`src/rtl/huffman_pkg.sv`:
```
// Shared definitions for the Huffman table pipeline: default field widths,
// sorter state encoding and the canonical sort-key comparison.
package huffman_pkg;

  localparam int DEF_CODE_SIZE_WIDTH = 5;
  localparam int DEF_SYMBOL_ID_WIDTH = 4;

  localparam logic [1:0] ST_IDLE = 2'd0;
  localparam logic [1:0] ST_SORT = 2'd1;
  localparam logic [1:0] ST_DONE = 2'd2;

  // Fields are zero-extended to this width so one function serves every instance width.
  localparam int KEY_FIELD_W = 16;

  function automatic logic key_greater(
    input logic [KEY_FIELD_W-1:0] size_a,
    input logic [KEY_FIELD_W-1:0] id_a,
    input logic [KEY_FIELD_W-1:0] size_b,
    input logic [KEY_FIELD_W-1:0] id_b,
    input logic                   zero_last
  );
    logic unused_a;
    logic unused_b;
    unused_a = zero_last && (size_a == 16'd0);
    unused_b = zero_last && (size_b == 16'd0);
    return {unused_a, size_a, id_a} > {unused_b, size_b, id_b};
  endfunction

endpackage

```
`src/rtl/cmp_exch_cell.sv`:
```
// Combinational compare-exchange of one adjacent (size, id) pair; the pair
// leaves ordered by the canonical key and 'swapped' reports an exchange.
module cmp_exch_cell
  import huffman_pkg::*;
#(
  parameter int CODE_SIZE_WIDTH = DEF_CODE_SIZE_WIDTH,
  parameter int SYMBOL_ID_WIDTH = DEF_SYMBOL_ID_WIDTH
) (
  input  logic [CODE_SIZE_WIDTH-1:0] size_a,
  input  logic [SYMBOL_ID_WIDTH-1:0] id_a,
  input  logic [CODE_SIZE_WIDTH-1:0] size_b,
  input  logic [SYMBOL_ID_WIDTH-1:0] id_b,
  input  logic                       zero_last,
  output logic [CODE_SIZE_WIDTH-1:0] size_lo,
  output logic [SYMBOL_ID_WIDTH-1:0] id_lo,
  output logic [CODE_SIZE_WIDTH-1:0] size_hi,
  output logic [SYMBOL_ID_WIDTH-1:0] id_hi,
  output logic                       swapped
);

  logic gt_s;

  assign gt_s = key_greater(KEY_FIELD_W'(size_a), KEY_FIELD_W'(id_a),
                            KEY_FIELD_W'(size_b), KEY_FIELD_W'(id_b), zero_last);

  // Equal keys stay in place, so duplicates never swap.
  always_comb begin
    if (gt_s) begin
      size_lo = size_b;
      id_lo   = id_b;
      size_hi = size_a;
      id_hi   = id_a;
    end else begin
      size_lo = size_a;
      id_lo   = id_a;
      size_hi = size_b;
      id_hi   = id_b;
    end
    swapped = gt_s;
  end

endmodule

```
`src/rtl/code_size_sorter_oets.sv`:
```
// Iterative odd-even transposition sorter for Huffman code-length tables with
// early termination after two consecutive swap-free phases.
module code_size_sorter_oets
  import huffman_pkg::*;
#(
  parameter int SYMBOLS         = 16,
  parameter int CODE_SIZE_WIDTH = DEF_CODE_SIZE_WIDTH,
  parameter int SYMBOL_ID_WIDTH = DEF_SYMBOL_ID_WIDTH,
  parameter int COUNT_WIDTH     = $clog2(SYMBOLS + 1)
) (
  input  logic                                 clk,
  input  logic                                 reset,
  input  logic                                 enable,
  input  logic                                 zero_last,
  input  logic [SYMBOLS*CODE_SIZE_WIDTH-1:0]   code_size_flat,
  input  logic [SYMBOLS*SYMBOL_ID_WIDTH-1:0]   symbol_id_flat,
  output logic [SYMBOLS*CODE_SIZE_WIDTH-1:0]   sorted_code_size_flat,
  output logic [SYMBOLS*SYMBOL_ID_WIDTH-1:0]   sorted_symbol_id_flat,
  output logic [COUNT_WIDTH-1:0]               valid_count,
  output logic                                 busy,
  output logic                                 done
);

  localparam int CW = CODE_SIZE_WIDTH;
  localparam int IW = SYMBOL_ID_WIDTH;
  localparam int PW = (SYMBOLS > 2) ? $clog2(SYMBOLS) : 1;
  localparam logic [PW-1:0] LAST_PHASE = PW'(SYMBOLS - 1);

  logic [1:0]             state_r;
  logic [PW-1:0]          phase_r;
  logic                   noswap_prev_r;
  logic                   zero_last_r;
  logic                   busy_r;
  logic                   done_r;
  logic [COUNT_WIDTH-1:0] valid_count_r;
  logic [CW-1:0]          size_r     [SYMBOLS];
  logic [IW-1:0]          id_r       [SYMBOLS];
  logic [CW-1:0]          size_nxt_s [SYMBOLS];
  logic [IW-1:0]          id_nxt_s   [SYMBOLS];
  logic [CW-1:0]          lo_size_s  [SYMBOLS-1];
  logic [IW-1:0]          lo_id_s    [SYMBOLS-1];
  logic [CW-1:0]          hi_size_s  [SYMBOLS-1];
  logic [IW-1:0]          hi_id_s    [SYMBOLS-1];
  logic [SYMBOLS-2:0]     swap_s;
  logic [SYMBOLS-2:0]     act_swap_s;
  logic                   any_swap_s;
  logic                   finish_s;
  logic [COUNT_WIDTH-1:0] cnt_s;

  // One cell per adjacent pair; phase parity decides which results are kept.
  for (genvar i = 0; i < SYMBOLS - 1; i++) begin : g_cell
    localparam logic PAR = ((i % 2) == 1);
    cmp_exch_cell #(
      .CODE_SIZE_WIDTH(CW),
      .SYMBOL_ID_WIDTH(IW)
    ) u_cell (
      .size_a    (size_r[i]),
      .id_a      (id_r[i]),
      .size_b    (size_r[i+1]),
      .id_b      (id_r[i+1]),
      .zero_last (zero_last_r),
      .size_lo   (lo_size_s[i]),
      .id_lo     (lo_id_s[i]),
      .size_hi   (hi_size_s[i]),
      .id_hi     (hi_id_s[i]),
      .swapped   (swap_s[i])
    );
    assign act_swap_s[i] = swap_s[i] & (phase_r[0] == PAR);
  end

  // Each slot takes the result of whichever pair it belongs to in this phase.
  for (genvar j = 0; j < SYMBOLS; j++) begin : g_next
    localparam logic PAR = ((j % 2) == 1);
    if (j == 0) begin : g_first
      assign size_nxt_s[j] = (phase_r[0] == 1'b0) ? lo_size_s[j] : size_r[j];
      assign id_nxt_s[j]   = (phase_r[0] == 1'b0) ? lo_id_s[j]   : id_r[j];
    end else if (j == SYMBOLS - 1) begin : g_last
      assign size_nxt_s[j] = (phase_r[0] != PAR) ? hi_size_s[j-1] : size_r[j];
      assign id_nxt_s[j]   = (phase_r[0] != PAR) ? hi_id_s[j-1]   : id_r[j];
    end else begin : g_mid
      assign size_nxt_s[j] = (phase_r[0] == PAR) ? lo_size_s[j] : hi_size_s[j-1];
      assign id_nxt_s[j]   = (phase_r[0] == PAR) ? lo_id_s[j]   : hi_id_s[j-1];
    end
    assign sorted_code_size_flat[j*CW +: CW] = size_r[j];
    assign sorted_symbol_id_flat[j*IW +: IW] = id_r[j];
  end

  assign any_swap_s = |act_swap_s;
  assign finish_s   = (phase_r == LAST_PHASE) ||
                      ((phase_r != {PW{1'b0}}) && !any_swap_s && noswap_prev_r);

  // Count of used symbols among the entries being offered for capture.
  always_comb begin
    cnt_s = {COUNT_WIDTH{1'b0}};
    for (int i = 0; i < SYMBOLS; i++) begin
      cnt_s = cnt_s + COUNT_WIDTH'(code_size_flat[i*CW +: CW] != {CW{1'b0}});
    end
  end

  // Control FSM, capture and per-phase write-back of the working arrays.
  always_ff @(posedge clk or posedge reset) begin
    if (reset) begin
      state_r       <= ST_IDLE;
      phase_r       <= {PW{1'b0}};
      noswap_prev_r <= 1'b0;
      zero_last_r   <= 1'b0;
      busy_r        <= 1'b0;
      done_r        <= 1'b0;
      valid_count_r <= {COUNT_WIDTH{1'b0}};
      for (int i = 0; i < SYMBOLS; i++) begin
        size_r[i] <= {CW{1'b0}};
        id_r[i]   <= {IW{1'b0}};
      end
    end else begin
      case (state_r)
        ST_IDLE, ST_DONE: begin
          if (enable) begin
            state_r       <= ST_SORT;
            phase_r       <= {PW{1'b0}};
            noswap_prev_r <= 1'b0;
            zero_last_r   <= zero_last;
            busy_r        <= 1'b1;
            done_r        <= 1'b0;
            valid_count_r <= cnt_s;
            for (int i = 0; i < SYMBOLS; i++) begin
              size_r[i] <= code_size_flat[i*CW +: CW];
              id_r[i]   <= symbol_id_flat[i*IW +: IW];
            end
          end
        end
        ST_SORT: begin
          for (int i = 0; i < SYMBOLS; i++) begin
            size_r[i] <= size_nxt_s[i];
            id_r[i]   <= id_nxt_s[i];
          end
          phase_r       <= phase_r + PW'(1);
          noswap_prev_r <= !any_swap_s;
          if (finish_s) begin
            state_r <= ST_DONE;
            busy_r  <= 1'b0;
            done_r  <= 1'b1;
          end
        end
        default: begin
          state_r <= ST_IDLE;
          busy_r  <= 1'b0;
          done_r  <= 1'b0;
        end
      endcase
    end
  end

  assign valid_count = valid_count_r;
  assign busy        = busy_r;
  assign done        = done_r;

endmodule

```
`config.mk`:
```
export PLATFORM = sky130hd
export DESIGN_NAME = code_size_sorter_oets
export DESIGN_NICKNAME = d
export VERILOG_FILES = /design/src/rtl/huffman_pkg.sv /design/src/rtl/cmp_exch_cell.sv /design/src/rtl/code_size_sorter_oets.sv
export SDC_FILE = /design/constraint.sdc
export NUM_CORES = 1
export LEC_CHECK = 0
export ABC_AREA = 1
export BUFFER_PORTS_ARGS = -buffer_cell sky130_fd_sc_hd__buf_2
export CORE_ASPECT_RATIO = 1.25
export CORE_MARGIN = 3
export CORE_UTILIZATION = 56
export DETAILED_ROUTE_END_ITERATION = 6
export PLACE_DENSITY = 0.82
export SLEW_MARGIN = 5
export SYNTH_ARGS = -nofsm -noshare
export SYNTH_HDL_FRONTEND = slang
export SYNTH_SLANG_ARGS = --single-unit
export TNS_END_PERCENT = 50
```
`constraint.sdc`:
```
create_clock -name clk -period 6.5 [get_ports clk]
set_clock_uncertainty 0.05 [all_clocks]
set_input_delay 1.3 -clock clk [delete_from_list [all_inputs] [get_ports clk]]
set_output_delay 1.3 -clock clk [all_outputs]
set_load 0.02 [all_outputs]
```
; ---- Yosys cells after proc, flatten, opt, wreduce, memory -nomap -nowiden
; Cells that the tools add are included.
[totals]
regBits = 159
input_bits = 148
[classes]
addsub = 16
n_lt_le_gt_ge = 15
n_eq_ne = 23
mux = 108
n_bitwise = 16
n_reduce_logical = 76
[ops]
columns = op, count
row1 = $gt A33 B33 Y1, 15
row2 = $mux W5, 46
row3 = $mux W4, 47
row4 = $pmux W80 S2, 1
row5 = $pmux W64 S2, 1
row6 = $logic_not A5 Y1, 16
row7 = $mux W80, 1
row8 = $reduce_bool A5 Y1, 16
row9 = $mux W64, 1
row10 = $reduce_and A4 Y1, 16
row11 = $add A5 B1 Y5, 11
row12 = $ne A3 B2 Y1 const B, 15
row13 = $logic_and A1 B1 Y1, 18
row14 = $and A1 B1 Y1, 15
row15 = $reduce_or A15 Y1, 1
row16 = $pmux W4 S2, 1
row17 = $ne A2 B2 Y1 const B, 3
row18 = $pmux W1 S2, 3
row19 = $reduce_and A2 Y1, 3
row20 = $add A4 B1 Y5, 1
row21 = $add A3 B1 Y4, 1
row22 = $add A4 B1 Y4 const B, 1
row23 = $eq A4 B4 Y1 const B, 1
row24 = $mux W1, 4
row25 = other kinds (14), 16

; ---- Logic depth before layout (Yosys ltp)
[logic_depth]
word_depth = 16
ltp_mapped = 21
depth_no_buf = 20

; ---- Cells and area by module
; From an unflattened synthesis, not the netlist that was laid out.
[unflattened]
hier_cells = 2748
area_unflattened_um2 = 17159.0
[modules_own_cells]
columns = module, n_inst, cells_each, area_each_um2
row1 = cmp_exch_cell, 15, 110, 586.8
row2 = code_size_sorter_oets, 1, 1098, 8356.8

; ---- Worst setup path after synthesis
; Ideal clock, no wire load.
[synth_timing]
path_kind = input to register
startpoint = input code_size_flat[28]
endpoint = register valid_count_r[2], in the netlist valid_count[2]
arrival_ps = 4680
required_time_ps = 6329
slack_ps = 1649
stages = 15
n_path_buf = 0
path_cell_list = nor3_1 > nor3b_1 > fa_1 > fa_1 > inv_1 > fa_1 > inv_1 > fa_1 > inv_1 > ha_1 > inv_1 > fa_1 > nor2_1 > nor2_1 > a22o_1
[synth_between]
elab_chain_len = 12
[synth_rtl]
columns = item, line
row1 = start: declaration, code_size_sorter_oets.sv:15  ; input logic [SYMBOLS*CODE_SIZE_WIDTH-1:0] code_size_flat,
row2 = $reduce_bool A5 Y1, code_size_sorter_oets.sv:96  ; cnt_s = cnt_s + COUNT_WIDTH'(code_size_flat[i*CW +: CW] != {CW{1'b0}});
row3 = $add A5 B1 Y5 (11 in a row), code_size_sorter_oets.sv:96
row4 = end signal: assignment, code_size_sorter_oets.sv:109  ; valid_count_r <= {COUNT_WIDTH{1'b0}};
row5 = end signal: assignment, code_size_sorter_oets.sv:124  ; valid_count_r <= cnt_s;
row6 = end: declaration, code_size_sorter_oets.sv:35  ; logic [COUNT_WIDTH-1:0] valid_count_r;
; Every way passes these cells.
; A chain may end at the register's enable or synchronous reset.

; ---- Worst setup path in the final report
; Same ends and word-level chain as after synthesis.

==> results.json <==
{
  "r2r_start": "state_r[1]",
  "drive_above_1_share_pct": 18.91,
  "max-vdd-ir-drop_uv": 336.8,
  "maxCapViolCount": 0,
  "final_nets": 2355,
  "grt_max_degree": 65,
  "synth_edf_count": 0,
  "final-hold-violation-count": 0,
  "grt_overflow_total": 0,
  "rr_endpoint": "sorted_code_size_flat[44]",
  "synth.avg_cell_area_sq_um": 7.375,
  "dpl-instance-area_sq_um": 14660,
  "antenna_cells": 0,
  "syn_to_final_growth_pct": 15.97,
  "antenna_found_initial": 0,
  "fp-row-count": 62,
  "p_per_area_nw_per_um2": 629.1,
  "critPathArrivalTime_ns": 5.35,
  "wl_per_cell_microns": 18.96,
  "p_clk_share_pct": 10.8,
  "drtAntennaViolNets": 0,
  "worstPathRequired_ns": 6.77,
  "dp.cells": 2309,
  "crit_type": "in -> reg",
  "fin_setup_tns_ns": 0,
  "root_buffer": "clkbuf_16",
  "dieArea_sq_um": 25350,
  "seq_power_share_pct": 21.2,
  "p_leak_nw": 8.219,
  "ctsHoldBuffers": 0,
  "reg2reg_slack_ns": 2.79,
  "grt_use_total_pct": 34.11,
  "cp-start-kind": "input port",
  "final_cell_mix": "nand2_1, buf_2, inv_1",
  "synth.distinct_cells": 47,
  "whs_path_depth": 2,
  "ys_seq_elements": 158,
  "cts_sinks": 158,
  "setup_violations": 0,
  "clockBufferDepth": 2,
  "ios": 299,
  "clock_latency_ns": 0.44,
  "die_x_microns": 143.0,
  "ys_seq_area_share_pct": 30.08,
  "initial_core_util_pct": 57.04,
  "pwr-share-comb_pct": 68.1,
  "drtPass1Iterations": 6,
  "r2r_cells": 8,
  "post-cts-setup-buffer-count": 0,
  "numCtsBuffers": 17,
  "p_total_mw": 9.589,
  "synthesis.instances": 1782,
  "port_buffers": 298,
  "post-route-drc-count": 0,
  "final_cells": 2340,
  "drt-total-wl_mm": 44.38,
  "rsz0062_at_grt": "no",
  "slew_viol_final": 0,
  "switching_share_pct": 56.89,
  "power.internal_mw": 4.134,
  "min_period_ns": 5.077,
  "tightestPinTransition_ns": 0.9623,
  "slew_headroom_pct": 35.85,
  "chipHeight_microns": 177.3,
  "ys_warn_count": 0,
  "status": "complete, no violations",
  "end_kind": "register",
  "dp_hpwl_mm": 33.41,
  "path_max_fanout": 2,
  "layout_commonest_cell": "nand2_1",
  "gp_congestion": 0.9386,
  "hold_class": "reg -> reg",
  "syn_area_sq_um": 13140,
  "h-tree-depth": 4,
  "hold_start": "valid_count[0]",
  "clk_pin_slew_worst_paths_ns": 0.06,
  "hold_end": "valid_count[0]",
  "synthArstFlopShare_pct": 100.0,
  "design.core.area_sq_um": 23040,
  "grt_first_pass_wirelength_mm": 68.30,
  "fin_crit_sh_pct": 78.11,
  "synth-main-ff-cell": "dfrtp_1",
  "cts_tree": "built",
  "drt_iter0_drc": 1311,
  "syn_nets": 2097,
  "max_freq_ghz": 0.1970,
  "post_cts_resized": 0,
  "vias": 14050,
  "final_area_sq_um": 15240,
  "vias_per_cell": 6.002,
  "timing.hold.ws_ns": 0.4201,
  "grt_pass1_vias": 13240,
  "p_switching_mw": 5.455
}
## registers in the layout (all words and copies together) (netlist names)
signal and count:
state_r 2, zero_last_r 1, sorted_symbol_id_flat 64, valid_count 5, busy 1, sorted_code_size_flat 80, phase_r 4, noswap_prev_r 1
## power by group through the flow
stage                     sequential, mW  combinational [mW]  clock [mW]
after floorplan                     2.41                4.24           0
after global placement              2.00                6.17           0
after detailed placement            2.02                6.37           0
after CTS                           2.01                6.44        1.03
after global routing                2.07                7.25        1.07
final                               2.03                6.53        1.03
## through the flow
step | utilization (%) | worst slack (ns)
floorplan | - | 0.8868
global placement | 63.64 | 0.9808
detailed placement | 63.64 | 0.9725
CTS | 66.16 | 1.425
global route | 66.16 | 1.248
finish | 66.16 | 1.423
## cells in the mapped netlist (6+ instances only)
| cell | number | area share (%) |
|---|---|---|
| buf_4 | 9 | 0.51 |
| nor2_2 | 7 | 0.33 |
| ha_1 | 157 | 15 |
| nor4_1 | 7 | 0.33 |
| a31oi_1 | 8 | 0.38 |
| nor2_1 | 111 | 3.2 |
| o21ai_0 | 99 | 3.8 |
| o221ai_1 | 101 | 6.7 |
| a21oi_1 | 38 | 1.4 |
| dfrtp_1 | 158 | 30 |
| o21ai_2 | 10 | 0.67 |
| o21ai_1 | 55 | 2.1 |
| fa_1 | 10 | 1.5 |
| a21boi_0 | 9 | 0.51 |
| nor2_4 | 7 | 0.60 |
| buf_6 | 11 | 0.94 |
| nor3_1 | 8 | 0.30 |
| nand4_1 | 20 | 0.95 |
| nor3b_1 | 6 | 0.34 |
| inv_1 | 269 | 7.7 |
| clkbuf_1 | 20 | 0.57 |
| buf_2 | 22 | 0.84 |
| o22ai_1 | 18 | 0.86 |
| nand2_1 | 497 | 14 |
| nand3_1 | 70 | 2.7 |
| o211ai_1 | 10 | 0.57 |
## worst max path at each step
stage,from,end,slack (ns)
final,code_size_flat[28],valid_count[2],1.42
after global routing,code_size_flat[28],valid_count[2],1.25
after CTS,code_size_flat[45],valid_count[2],1.43
after detailed placement,code_size_flat[45],valid_count[2],0.97
after global placement,code_size_flat[45],valid_count[2],0.98
after floorplan,reset,busy,0.89
## critical path, cell delays in order
cell and delay, ns:
buf_2 0.11, nor3_1 0.17, nor3b_1 0.58, fa_1 0.55, fa_1 0.51, inv_1 0.06
fa_1 0.48, inv_1 0.05, fa_1 0.46, inv_1 0.07, ha_1 0.16, inv_1 0.05
fa_1 0.38, nor2_1 0.17, nor2_1 0.07, a22o_1 0.18
## cell families (layout without fill, tap and decap cells)
group | Yosys count | in the layout | share of synthesized area, %
xor+xnor | 1 | 1 | 0.06665
buf+inv | 344 | 614 | 11.00
simple gates | 748 | 748 | 24.00
compound gates | 363 | 363 | 18.31
flops | 158 | 158 | 30.08
fa+ha+maj | 167 | 167 | 16.47
mux | 1 | 1 | 0.07616
## layer usage
layer	wire, microns	up-vias	global-route usage [%]
met5	0	-	0
met4	2419	0	18.23
met3	3898	151	4.514
met2	21110	803	56.90
met1	16950	6576	42.72
li1	-	6515	-
## area by class of cell
class                           instances  area [sq um]
Fill cell                            1985          7797
Multi-Input combinational cell       1280          7744
Sequential cell                       158          3954
Timing Repair Buffer                  306          1551
Inverter                              277          1054
Clock buffer                           19         442.9
Tap cell                              288         360.3
Clock inverter                         12         136.4
(Power assumes the default switching activity.)
